File: config.mk
export PLATFORM = sky130hd
export DESIGN_NAME = sensor_luz
export DESIGN_NICKNAME = d
export VERILOG_FILES = /design/src/rtl/sensor_luz.sv
export SDC_FILE = /design/constraint.sdc
export NUM_CORES = 1
export LEC_CHECK = 0
export BUFFER_PORTS_ARGS = -buffer_cell sky130_fd_sc_hd__buf_4
export CAP_MARGIN = 20
export CELL_PAD_IN_SITES_DETAIL_PLACEMENT = 1
export CELL_PAD_IN_SITES_GLOBAL_PLACEMENT = 1
export CORE_AREA = 5 5 126 128
export DETAILED_ROUTE_END_ITERATION = 8
export DIE_AREA = 0 0 131 133
export MAX_ROUTING_LAYER = met4
export PLACE_DENSITY_LB_ADDON = 0.2
export SYNTH_ARGS = -nofsm -noshare
export SYNTH_HDL_FRONTEND = slang
export SYNTH_SLANG_ARGS = --single-unit
File: constraint.sdc
create_clock -name clk -period 9.8 [get_ports clk]
set_clock_uncertainty 0.2 [all_clocks]
set_input_delay 0.98 -clock clk [delete_from_list [all_inputs] [get_ports clk]]
set_output_delay 0.98 -clock clk [all_outputs]
set_load 0.03 [all_outputs]
File: src/rtl/sensor_luz.sv
// Light-sensor acquisition: serial read of presence bit + 16-bit lux count, BCD conversion.
// Latency: IDLE exit to dato_valido = 35*CLK_DIV+17 cycles (present), 35*CLK_DIV+1 (absent).
// No backpressure: medir is accepted only in IDLE; requests while busy are dropped.
module sensor_luz #(
  parameter int CLK_DIV = 4,
  parameter int PERIODO = 1000000
) (
  input  logic        clk,
  input  logic        rst,
  input  logic        medir,
  input  logic        miso,
  output logic        cs_n,
  output logic        sclk,
  output logic [19:0] luxes,
  output logic        modLuz,
  output logic        dato_valido,
  output logic        ocupado
);

  localparam int PW = $clog2(PERIODO);
  localparam int DW = $clog2(CLK_DIV);
  localparam logic [PW-1:0] PER_MAX = PW'(PERIODO - 1);
  localparam logic [DW-1:0] DIV_MAX = DW'(CLK_DIV - 1);

  typedef enum logic [2:0] {
    IDLE  = 3'd0,
    START = 3'd1,
    SHIFT = 3'd2,
    STOP  = 3'd3,
    CONV  = 3'd4,
    DONE  = 3'd5
  } state_t;

  state_t          r_state;
  logic [PW-1:0]   r_per;
  logic [DW-1:0]   r_div;
  logic [4:0]      r_bit;
  logic [3:0]      r_it;
  logic            r_aus;
  logic [15:0]     r_raw;
  logic [35:0]     r_dd;
  logic            r_cs_n;
  logic            r_sclk;
  logic [19:0]     r_luxes;
  logic            r_mod;
  logic            r_vld;
  logic            r_ocu;

  logic            w_start;
  logic [19:0]     w_adj;
  logic [35:0]     w_cat;
  logic [35:0]     w_dd_next;

  // A read begins from IDLE on an explicit request or when the period expires;
  // both in the same cycle still yield a single read.
  assign w_start = (r_state == IDLE) && (medir || (r_per == PER_MAX));

  // Period counter: restarts on each IDLE exit and saturates so a long read
  // leads straight into the next one once IDLE is reached.
  always_ff @(posedge clk or posedge rst) begin
    if (rst) begin
      r_per <= '0;
    end else if (w_start) begin
      r_per <= '0;
    end else if (r_per != PER_MAX) begin
      r_per <= r_per + 1'b1;
    end
  end

  // Double-dabble step: add 3 to every BCD digit >= 5, then shift {bcd, raw} left.
  always_comb begin
    w_adj = r_dd[35:16];
    for (int d = 0; d < 5; d++) begin
      if (r_dd[16 + 4*d +: 4] >= 4'd5) begin
        w_adj[4*d +: 4] = r_dd[16 + 4*d +: 4] + 4'd3;
      end
    end
  end

  assign w_cat     = {w_adj, r_dd[15:0]};
  assign w_dd_next = w_cat << 1;

  // Main sequencer with registered serial-interface and result outputs.
  always_ff @(posedge clk or posedge rst) begin
    if (rst) begin
      r_state <= IDLE;
      r_div   <= '0;
      r_bit   <= '0;
      r_it    <= '0;
      r_aus   <= 1'b0;
      r_raw   <= '0;
      r_dd    <= '0;
      r_cs_n  <= 1'b1;
      r_sclk  <= 1'b0;
      r_luxes <= '0;
      r_mod   <= 1'b0;
      r_vld   <= 1'b0;
      r_ocu   <= 1'b0;
    end else begin
      r_vld <= 1'b0;
      case (r_state)
        IDLE: begin
          if (w_start) begin
            r_state <= START;
            r_cs_n  <= 1'b0;
            r_ocu   <= 1'b1;
            r_div   <= '0;
          end
        end
        START: begin
          // Chip select settles for one half-period; slot 0 rises at its end
          // and the presence bit is captured on that same edge.
          if (r_div == DIV_MAX) begin
            r_div   <= '0;
            r_bit   <= '0;
            r_sclk  <= 1'b1;
            r_aus   <= miso;
            r_state <= SHIFT;
          end else begin
            r_div <= r_div + 1'b1;
          end
        end
        SHIFT: begin
          // Each slot: high half-period then low half-period. Data is taken
          // on the rising edge of the next slot, MSB of raw first.
          if (r_div == DIV_MAX) begin
            r_div <= '0;
            if (r_sclk) begin
              r_sclk <= 1'b0;
            end else if (r_bit == 5'd16) begin
              r_cs_n  <= 1'b1;
              r_state <= STOP;
            end else begin
              r_bit  <= r_bit + 1'b1;
              r_sclk <= 1'b1;
              r_raw  <= {r_raw[14:0], miso};
            end
          end else begin
            r_div <= r_div + 1'b1;
          end
        end
        STOP: begin
          if (r_aus) begin
            // No sensor: report zero and skip the conversion.
            r_luxes <= '0;
            r_mod   <= 1'b0;
            r_vld   <= 1'b1;
            r_state <= DONE;
          end else begin
            r_dd    <= {20'd0, r_raw};
            r_it    <= '0;
            r_state <= CONV;
          end
        end
        CONV: begin
          r_dd <= w_dd_next;
          if (r_it == 4'd15) begin
            // Final iteration result goes straight to the output register.
            r_luxes <= w_dd_next[35:16];
            r_mod   <= 1'b1;
            r_vld   <= 1'b1;
            r_state <= DONE;
          end else begin
            r_it <= r_it + 1'b1;
          end
        end
        DONE: begin
          r_ocu   <= 1'b0;
          r_state <= IDLE;
        end
        default: begin
          r_cs_n  <= 1'b1;
          r_sclk  <= 1'b0;
          r_ocu   <= 1'b0;
          r_state <= IDLE;
        end
      endcase
    end
  end

  assign cs_n        = r_cs_n;
  assign sclk        = r_sclk;
  assign luxes       = r_luxes;
  assign modLuz      = r_mod;
  assign dato_valido = r_vld;
  assign ocupado     = r_ocu;

endmodule

==> parameters.txt, run 1 <==
Parameter                              Value

Timing
  Slack of the critical path ... 6.813 ns
  Unrepaired setup endpoints after global routing ... no
  Final Max Slew Viols ... 0
  Measured slew at the worst slew-check pin ... 0.9034 ns
  Clock period minus worst slack ... 2.987 ns
  Count of final hold-check violations ... 0
  Setup TNS Final ... 0 ns
  Remaining max-slew budget at the tightest pin ... 0.3977
  Top achievable clock speed ... 0.3348 GHz
  Portion of the clock cycle consumed by the worst path in the final layout ... 0.3048
  Setup-violating endpoint count in the final report ... 0

Final layout
  Final-stage net count ... 571
  Footprint of the multi-input gates ... 2680 um^2
  Most common cell after layout, fill and taps aside ... dfrtp_1
  Total area of sequential cells ... 2804 um^2
  Layout cells sized above 1 ... 0.1835
  Number of filler instances in the final layout ... 1650
  Area grow syn2layout ... 12.18%
  Highest-count cells in the layout ignoring fill and taps ... dfrtp_1, nand2_1, o21ai_0
  Antenna diode count ... 0

Setup path
  Delay of the slowest critical-path stage ... 0.94 ns
  Largest delay contributor family on the critical path ... flip-flops
  Required time of the critical path ... 9.84 ns
  Kind of start point of the critical path ... flop
  Max FO, Critical Path ... 31
  Cell at the slowest stage of the critical path ... dfrtp_1
  Number of buffer and inverter instances along the worst setup path ... 2
  Cells along the critical path ... or3b_4 > o22a_1 > buf_4 > clkinv_2 > mux2_2
  Worst Path Arrival ... 3.02 ns
  Capturing element type of the critical path ... flop
  Setup Crit Path Kind ... reg2reg

CTS
  Buffer cell driving the clock tree root ... clkbuf_16
  Worst-skew pair later-pin latency ... 0.35 ns
  CTS resizes ... 0
  CTS clk-pin slew, worst paths ... 0.07 ns
  Clock tree from TritonCTS ... built
  Number of sinks driven by the clock tree ... 112
  H-tree lvl count ... 3
  Number of buffers created by CTS ... 9
  Number of hold buffers added after CTS ... 0
  Buffer count from post-CTS setup fixing ... 0
  Number of buffers on the longest clock path ... 2

Synth
  Share of flip-flops with an asynchronous set or reset after synthesis ... 1.000
  Compound-cell area share of the yosys netlist ... 0.1627
  Main combinational cell family by area after synthesis ... compound AO/OA/AOI/OAI gates
  Flip-flop and latch count after synthesis ... 112
  Count of warnings emitted by yosys ... 0
  Netlist Area Pre-Place ... 5699 um^2
  Seq/Total Area, Yosys ... 0.4920
  Post-Synthesis Cells ... 536
  Portion of netlist area occupied by mux cells ... 0.08738
  Post-synthesis area per instance ... 10.63 um^2
  Prevailing post-synth register cell ... dfrtp_1
  Post-synth cell types ... 61
  Number of enable flip-flop cells after synthesis ... 0
  XOR/XNOR Fraction of Synth Area ... 0.02920
  Post-Synth Adder-Cell Area ... 0.03293
  Simple logic cell fraction of the synthesized area ... 0.1535
  Net count after synthesis ... 555

Drt
  Number of remaining DRC errors ... 0
  Number of DRC violations after detailed-routing iteration 0 ... 313
  Number of routed nets with antenna violations ... 0
  Routed wire per std cell ... 17.11 um
  Aggregate routed wire length ... 12730 um
  Vias per cell ... 5.547
  First-pass iteration count of the detailed router ... 4
  Via Count ... 4127

Global route
  Sum of overflow across all layers after global routing ... 0
  Total global-route track usage ... 0.1573
  Wire length of the first global-routing pass ... 21680 um
  Largest net degree at the start of global routing ... 67
  Via count of the first global-routing pass ... 4286
  Number of antenna violations at the first check in global routing ... 0

Floorplanning
  Core ar. ... 14750 um^2
  Count of standard-cell rows ... 45
  Die outline height ... 133 um
  Die Wd ... 131 um
  Die area ... 17420 um^2
  Initial Utilization ... 0.3863
  Ports ... 29

Run status
  Run status ... complete, no violations

Power and ir drop
  Maximum vdd drop ... 0.08061 mV
  Reported leakage power ... 0.002884 uW
  Overall power ... 881.3 uW
  Power Density ... 137.8 nW/um^2

Flow run
  Max_cap viols ... 0

Placement
  PortBufs ... 28
  Last weighted congestion value of the routability-driven placer ... 0.7809
  Worst-case setup slack after placement ... 6.826 ns
  Estimated wirelength of the detail-placed design ... 8554 um

Min path
  Hold Crit Class ... reg2reg
[layer usage]
layer / up-vias / track usage / part of all wire
met5: - / - / 0
met4: 0 / 0.05314 / 0.013
met3: 11 / 0.02422 / 0.024
met2: 35 / 0.2441 / 0.48
met1: 2121 / 0.2094 / 0.48
li1: 1960 / - / -
[worst paths after layout]
kind | endpoint | start | depth (start not counted) | slack [ns]
worst max-delay path | luxes[4] | r_state[2] | 5 | 6.81
worst min-delay path | r_dd[7] | r_dd[6] | 2 | 0.28
worst max register to register | luxes[4] | r_state[2] | 5 | 6.81
worst min register to register | r_dd[7] | r_dd[6] | 2 | 0.28
max in group asynchronous | r_dd[28] | rst | 3 | 7.65
min in group asynchronous | r_dd[35] | rst | 2 | 0.58
[stage by stage]
step                      hold slack, ns  area, um^2  cells  utilization
after global placement            0.2603        6072    729       0.4116
after detailed placement          0.2696        6072    729       0.4116
after floorplan                   0.2492        5699    536            -
final                             0.2846        6394    744       0.4334
after CTS                         0.2926        6394    744       0.4334
after global routing              0.3065        6394    744       0.4334
[worst min-delay path, cell delays in order, from the launching register on]
cell and delay, ns:
dfrtp_1 0.34, nand2_1 0.05, o21ai_0 0.06
[power by group]
part	leakage (uW)	switching, uW	total, uW	internal, uW
registers	0.00152	1.55	465	463
logic	0.00121	11.4	14.6	3.19
clock network	0.000159	165	402	237
[logic make-up after synthesis]
kind of cell	Yosys count
compound gates	138
xor+xnor	19
fa+ha+maj	15
buf+inv	52
flops	112
mux	43
simple gates	157
[synth_stat cells (11+ instances only)]
cell      instances  area [um^2]
dfrtp_1         111         2778
nand2_1          54        202.7
o21ai_0          40        200.2
a21oi_1          29        145.1
inv_1            20        75.07
mux2_2           18        202.7
nor3_1           18        90.09
mux2i_1          16        160.2
a21o_1           15        112.6
ha_1             15        187.7
nand3_1          14        70.07
a211oi_1         13        97.59
buf_2            12        60.06
clkbuf_1         12        45.04
nor2_1           11        41.29
xnor2_1          11        96.34
[sequential cells by signal (all words and copies together), names as in the netlist]
| signal | flops |
|---|---|
| r_raw | 16 |
| r_state | 3 |
| r_it | 4 |
| r_per | 20 |
| r_bit | 5 |
| cs_n | 1 |
| r_dd | 36 |
| r_aus | 1 |
| sclk | 1 |
| modLuz | 1 |
| dato_valido | 1 |
| r_div | 2 |
| ocupado | 1 |
| luxes | 20 |
[layout make-up]
type	instances	area share
Clock buffer	12	0.04012
Clock inverter	3	0.01018
Sequential cell	112	0.4386
Tap cell	188	0.03679
Multi-Input combinational cell	372	0.4192
Inverter	21	0.01292
Timing Repair Buffer	36	0.04227
(Power assumes the default switching activity.)
==> run 2: changes to the inputs <==
==> constraint.sdc (replaced) <==
create_clock -name clk -period 2.5 [get_ports clk]
set_clock_uncertainty 0.2 [all_clocks]
set_input_delay 0.25 -clock clk [delete_from_list [all_inputs] [get_ports clk]]
set_output_delay 0.25 -clock clk [all_outputs]
set_load 0.03 [all_outputs]
==> parameters.txt, run 2 (synthesis gave the netlist of run 1 again) <==
Parameter                              Value

Run status
  Run status ... complete, no violations

Setup path
  Cells along the critical path ... ha_1 > and4_1 > and4_1 > a21o_1 > buf_4 > a22oi_1
  Kind of start point of the critical path ... flop
  Setup Crit Path Kind ... reg2reg
  Most prevalent standard cell on the critical path ... and4_1
  Delay of the slowest critical-path stage ... 0.46 ns (-0.48 ns)
  Worst Path Arrival ... 2.28 ns (-0.74 ns)
  Largest delay contributor family on the critical path ... simple AND/OR/NAND/NOR gates
  Cell at the slowest stage of the critical path ... and4_1
  Max FO, Critical Path ... 12 (-61%)
  Required time of the critical path ... 2.52 ns (-7.32 ns)
  Number of buffer and inverter instances along the worst setup path ... 1 (-1)
  Capturing element type of the critical path ... flop

CTS
  Buffer cell driving the clock tree root ... clkbuf_16
  Number of sinks driven by the clock tree ... 112 (unchanged)
  Clock tree from TritonCTS ... built
  Number of hold buffers added after CTS ... 3 (+3)
  CTS resizes ... 0 (unchanged)
  Worst-skew pair later-pin latency ... 0.35 ns (about the same)
  Buffer count from post-CTS setup fixing ... 0 (unchanged)
  Number of buffers created by CTS ... 9 (unchanged)
  CTS clk-pin slew, worst paths ... 0.07 ns (about the same)
  H-tree lvl count ... 3 (unchanged)
  Number of buffers on the longest clock path ... 2 (unchanged)

Power and ir drop
  Reported leakage power ... 0.002942 uW (+2.0%)
  Power Density ... 521.9 nW/um^2 (+280%)
  Maximum vdd drop ... 0.2992 mV (+270%)

Placement
  PortBufs ... 28 (unchanged)
  Placed Area ... 6168 um^2 (+1.6%)
  Estimated wirelength of the detail-placed design ... 8601 um (+0.55%)
  Last weighted congestion value of the routability-driven placer ... 0.7824 (+0.19%)

Timing
  Unrepaired setup endpoints after global routing ... no
  Top achievable clock speed ... 0.4426 GHz (+32%)
  Count of final hold-check violations ... 0 (unchanged)
  Measured slew at the worst slew-check pin ... 0.5715 ns (-0.3319 ns)
  Setup-violating endpoint count in the final report ... 0 (unchanged)
  Portion of the clock cycle consumed by the worst path in the final layout ... 0.9037 (+0.5988)
  Remaining max-slew budget at the tightest pin ... 0.6190 (+0.2213)
  Clock period minus worst slack ... 2.259 ns (-0.7281 ns)
  Setup TNS Final ... 0 ns (unchanged)
  Final Max Slew Viols ... 0 (unchanged)

Final layout
  Largest register by flop count ... r_dd
  Layout cells sized above 1 ... 0.1996 (+0.01620)
  Highest-count cells in the layout ignoring fill and taps ... dfrtp_1, nand2_1, buf_4
  Antenna diode count ... 0 (unchanged)
  Area of all placed cells without fillers ... 6506 um^2 (+1.8%)
  Most common cell after layout, fill and taps aside ... dfrtp_1
  Final-stage net count ... 585 (+2.5%)
  Area grow syn2layout ... 14.16%
  Number of flip-flops in the largest register ... 36 (unchanged)
  Fraction of the core area covered by cells at the end of the flow ... 0.4411 (+0.007634)
  Number of filler instances in the final layout ... 1643 (-0.42%)

Global route
  Via count of the first global-routing pass ... 4395 (+2.5%)
  Sum of overflow across all layers after global routing ... 0 (unchanged)
  Wire length of the first global-routing pass ... 22130 um (+2.1%)
  Largest net degree at the start of global routing ... 70 (+4.5%)
  Peak-usage layer in the global routing report ... met2
  Met1 Usage GRT ... 0.2140 (+0.004583)
  Met2 track demand over resource ... 0.2528 (+0.008747)
  GR Util met3 ... 0.02180 (-0.002422)
  Total global-route track usage ... 0.1617 (+0.004405)
  Number of antenna violations at the first check in global routing ... 0 (unchanged)

Drt
  Number of DRC violations after detailed-routing iteration 0 ... 223 (-29%)
  First-pass iteration count of the detailed router ... 4 (unchanged)
  Number of routed nets with antenna violations ... 0 (unchanged)
  Routed wire per std cell ... 16.85 um (-1.5%)
  Vias per cell ... 5.426 (-2.2%)
  Aggregate routed wire length ... 12790 um (+0.45%)
  Via Count ... 4118 (-0.22%)
  Number of remaining DRC errors ... 0 (unchanged)

Floorplanning
  Count of standard-cell rows ... 45 (unchanged)
  Ports ... 29 (unchanged)
  Die Wd ... 131 um (unchanged)
  Die outline height ... 133 um (unchanged)
  Initial Utilization ... 0.3863 (unchanged)
  Core ar. ... 14750 um^2 (unchanged)
  Die area ... 17420 um^2 (unchanged)

Flow run
  Max_cap viols ... 0 (unchanged)

Min path
  Hold Crit Class ... reg2reg
-- run 2: final timing paths --
kind | end | depth (start not counted) | from | slack (ns)
worst min register to register | r_dd[7] | 2 | r_dd[6] | 0.28
worst max register to register | r_per[17] | 6 | r_per[0] | 0.24
worst min-delay path | r_dd[7] | 2 | r_dd[6] | 0.28
min in group asynchronous | sclk | 4 | rst | 0.36
max in group asynchronous | dato_valido | 4 | rst | 1.23
worst max-delay path | r_per[17] | 6 | r_per[0] | 0.24
-- run 2: power by group --
| group | switching, uW | internal [uW] |
|---|---|---|
| Clock | 671 | 836 |
| Sequential | 5.60 | 1820 |
| Combinational | 46.9 | 21.0 |
-- run 2: tightest hold or removal path, delay by kind of cell, from the launching register on --
kind / cells / cell delay [ns]
DFF: 1 / 0.35
AOI/OAI and AO/OA: 1 / 0.06
and+or+nand+nor: 1 / 0.05
-- run 2: area by class of cell --
type / count / area (um^2) / area share
clock inverter: 4 / 51.30 / 0.007885
tap: 188 / 235.2 / 0.03615
inverter: 21 / 83.83 / 0.01288
multi-input combinational: 372 / 2680 / 0.4119
timing repair buffer: 50 / 395.4 / 0.06077
clock buffer: 12 / 256.5 / 0.03942
sequential: 112 / 2804 / 0.4310
-- run 2: stage by stage --
step           worst slack (ns)  power [uW]  hold slack [ns]  instances
3_5_place_dp             0.2243        1926           0.2204        740
6_report                 0.2408        3396           0.2823        759
4_1_cts                  0.2441        3459           0.2915        759
3_3_place_gp             0.3501        1923           0.2064        740
2_1_floorplan            0.4326        1896           0.1980        536
5_1_grt                  0.1063        3533           0.3178        759
-- run 2: per-layer routing --
metal  up-vias  part of all wire
met5         -                 0
met4         0             0.016
met3        15             0.023
met2        40              0.49
met1      2064              0.47
li1       1999                 -
==> run 3: changes to the inputs <==
--- a/config.mk
+++ b/config.mk
@@ -5,6 +5,7 @@
 export SDC_FILE = /design/constraint.sdc
 export NUM_CORES = 1
 export LEC_CHECK = 0
+export ABC_AREA = 0
 export BUFFER_PORTS_ARGS = -buffer_cell sky130_fd_sc_hd__buf_4
 export CAP_MARGIN = 20
 export CELL_PAD_IN_SITES_DETAIL_PLACEMENT = 1
@@ -13,7 +14,7 @@
 export DETAILED_ROUTE_END_ITERATION = 8
 export DIE_AREA = 0 0 131 133
 export MAX_ROUTING_LAYER = met4
-export PLACE_DENSITY_LB_ADDON = 0.2
+export PLACE_DENSITY = 0.71
 export SYNTH_ARGS = -nofsm -noshare
 export SYNTH_HDL_FRONTEND = slang
 export SYNTH_SLANG_ARGS = --single-unit
==> parameters.txt, run 3 (synthesis gave the netlist of run 1 again) <==
Parameter                              Value

Setup path
  Cells along the critical path ... buf_4 > or3b_4 > buf_4 > nor3_1 > mux2_2
  Number of buffer and inverter instances along the worst setup path ... 2 (+1)
  Largest delay contributor family on the critical path ... simple AND/OR/NAND/NOR gates
  Worst Path Arrival ... 2.31 ns (+0.03 ns)
  Required time of the critical path ... 2.59 ns (+0.07 ns)
  Most prevalent standard cell on the critical path ... buf_4
  Capturing element type of the critical path ... flop
  Setup Crit Path Kind ... reg2reg
  Cell at the slowest stage of the critical path ... dfrtp_1
  Max FO, Critical Path ... 30 (+18)
  Delay of the slowest critical-path stage ... 0.45 ns (about the same)
  Kind of start point of the critical path ... flop

Final layout
  Final-stage net count ... 581 (-0.68%)
  Area of all placed cells without fillers ... 6444 um^2 (-0.96%)
  Layout cells sized above 1 ... 0.1922 (-0.007410)
  Area grow syn2layout ... 13.06%
  Footprint of the multi-input gates ... 2680 um^2 (unchanged)
  Number of filler instances in the final layout ... 1606 (-2.3%)
  Highest-count cells in the layout ignoring fill and taps ... dfrtp_1, nand2_1, buf_4
  Most common cell after layout, fill and taps aside ... dfrtp_1
  Largest register by flop count ... r_dd
  Antenna diode count ... 0 (unchanged)
  Number of flip-flops in the largest register ... 36 (unchanged)
  Fraction of the core area covered by cells at the end of the flow ... 0.4368 (-0.004241)
  Count of non-filler cells in the finished layout ... 755 (-0.53%)
  Total area of sequential cells ... 2804 um^2 (unchanged)

CTS
  Number of sinks driven by the clock tree ... 112 (unchanged)
  Number of buffers created by CTS ... 9 (unchanged)
  Buffer cell driving the clock tree root ... clkbuf_16
  Worst-skew pair later-pin latency ... 0.35 ns (about the same)
  CTS clk-pin slew, worst paths ... 0.07 ns (about the same)
  H-tree lvl count ... 3 (unchanged)
  Clock tree from TritonCTS ... built
  Number of buffers on the longest clock path ... 2 (unchanged)

Floorplanning
  Die outline height ... 133 um (unchanged)
  Die Wd ... 131 um (unchanged)
  Die area ... 17420 um^2 (unchanged)
  Ports ... 29 (unchanged)
  Count of standard-cell rows ... 45 (unchanged)
  Initial Utilization ... 0.3863 (unchanged)
  Core ar. ... 14750 um^2 (unchanged)

Timing
  Clock period minus worst slack ... 2.222 ns (-0.03724 ns)
  Count of final hold-check violations ... 0 (unchanged)
  Unrepaired setup endpoints after global routing ... no
  Portion of the clock cycle consumed by the worst path in the final layout ... 0.8888 (-0.01489)
  Top achievable clock speed ... 0.4501 GHz (+1.7%)
  Measured slew at the worst slew-check pin ... 0.8125 ns (+0.2410 ns)
  Worst slack on hold paths ... 0.01482 ns (-0.2675 ns)
  Remaining max-slew budget at the tightest pin ... 0.4563 (-0.1627)
  Setup TNS Final ... 0 ns (unchanged)
  Setup-violating endpoint count in the final report ... 0 (unchanged)
  Final Max Slew Viols ... 0 (unchanged)

Global route
  Sum of overflow across all layers after global routing ... 0 (unchanged)
  Wire length of the first global-routing pass ... 21870 um (-1.2%)
  Largest net degree at the start of global routing ... 113 (+61%)
  Via count of the first global-routing pass ... 4328 (-1.5%)
  Total global-route track usage ... 0.1583 (-0.003305)
  Number of antenna violations at the first check in global routing ... 0 (unchanged)

Min path
  Hold Crit Class ... in2reg

Drt
  First-pass iteration count of the detailed router ... 4 (unchanged)
  Number of remaining DRC errors ... 0 (unchanged)
  Number of DRC violations after detailed-routing iteration 0 ... 242 (+8.5%)
  Number of routed nets with antenna violations ... 0 (unchanged)
  Routed wire per std cell ... 16.98 um (+0.77%)
  Aggregate routed wire length ... 12820 um (+0.24%)
  Vias per cell ... 5.534 (+2.0%)
  Via Count ... 4178 (+1.5%)

Placement
  Instance count after placement with tap cells included ... 737 (-0.41%)
  Estimated wirelength of the detail-placed design ... 8550 um (-0.59%)
  Last weighted congestion value of the routability-driven placer ... 0.8014 (+2.4%)
  PortBufs ... 28 (unchanged)
  Placed Area ... 6158 um^2 (-0.16%)

Power and ir drop
  Reported leakage power ... 0.002902 uW (-1.3%)
  Power Density ... 501.8 nW/um^2 (-3.9%)
  Maximum vdd drop ... 0.3108 mV (+3.9%)

Run status
  Run status ... complete, no violations

Flow run
  Max_cap viols ... 0 (unchanged)
## run 3: repair_timing
item                                   4_1_cts  5_1_grt
endpoints found under the hold margin      113        0
buffers inserted                             0        0
gates resized for setup                      0        0
hold buffers                                 2        0
## run 3: path summary, 6_finish.rpt
check | from | end | slack (ns) | cells past startpoint
hold reg to reg | r_dd[12] | r_dd[13] | 0.29 | 2
min in group asynchronous | rst | r_raw[8] | 0.43 | 4
setup reg to reg | r_state[2] | luxes[12] | 0.28 | 5
hold / removal | medir | r_state[0] | 0.01 | 3
max in group asynchronous | rst | r_dd[28] | 1.25 | 4
setup / recovery | r_state[2] | luxes[12] | 0.28 | 5
## run 3: layer usage
layer / global-route usage / vias up / part of all wire
li1: - / 1980 / -
met3: 0.02584 / 9 / 0.029
met2: 0.2528 / 50 / 0.49
met5: - / - / 0
met1: 0.2086 / 2139 / 0.47
met4: 0.04229 / 0 / 0.011
## run 3: area by class of cell
type,count,area share
multi-input cells,372,0.4159
repair buffers,46,0.05825
clock buffers,12,0.03670
clock inverters,4,0.004466
well taps,188,0.03650
inverters,21,0.01301
flip-flops and latches,112,0.4351
## run 3: stage by stage
step / setup slack [ns] / power (uW)
finish: 0.2781 / 3234
global route: 0.1234 / 3359
CTS: 0.2714 / 3277
detailed placement: 0.2770 / 1924
global placement: 0.3471 / 1923
floorplan: 0.4326 / 1896
## run 3: power breakdown
group | total [uW] | switching [uW] | leakage, uW | internal [uW]
Sequential | 1820 | 5.93 | 0.00152 | 1820
Clock | 1350 | 666 | 0.000123 | 681
Combinational | 64.9 | 44.9 | 0.00126 | 20.0
## run 3: tightest hold or removal path: cells and delay by family
kind | cells | cell delay, ns
buffers and inverters | 1 | 0.10
AO/OA/AOI/OAI | 2 | 0.16
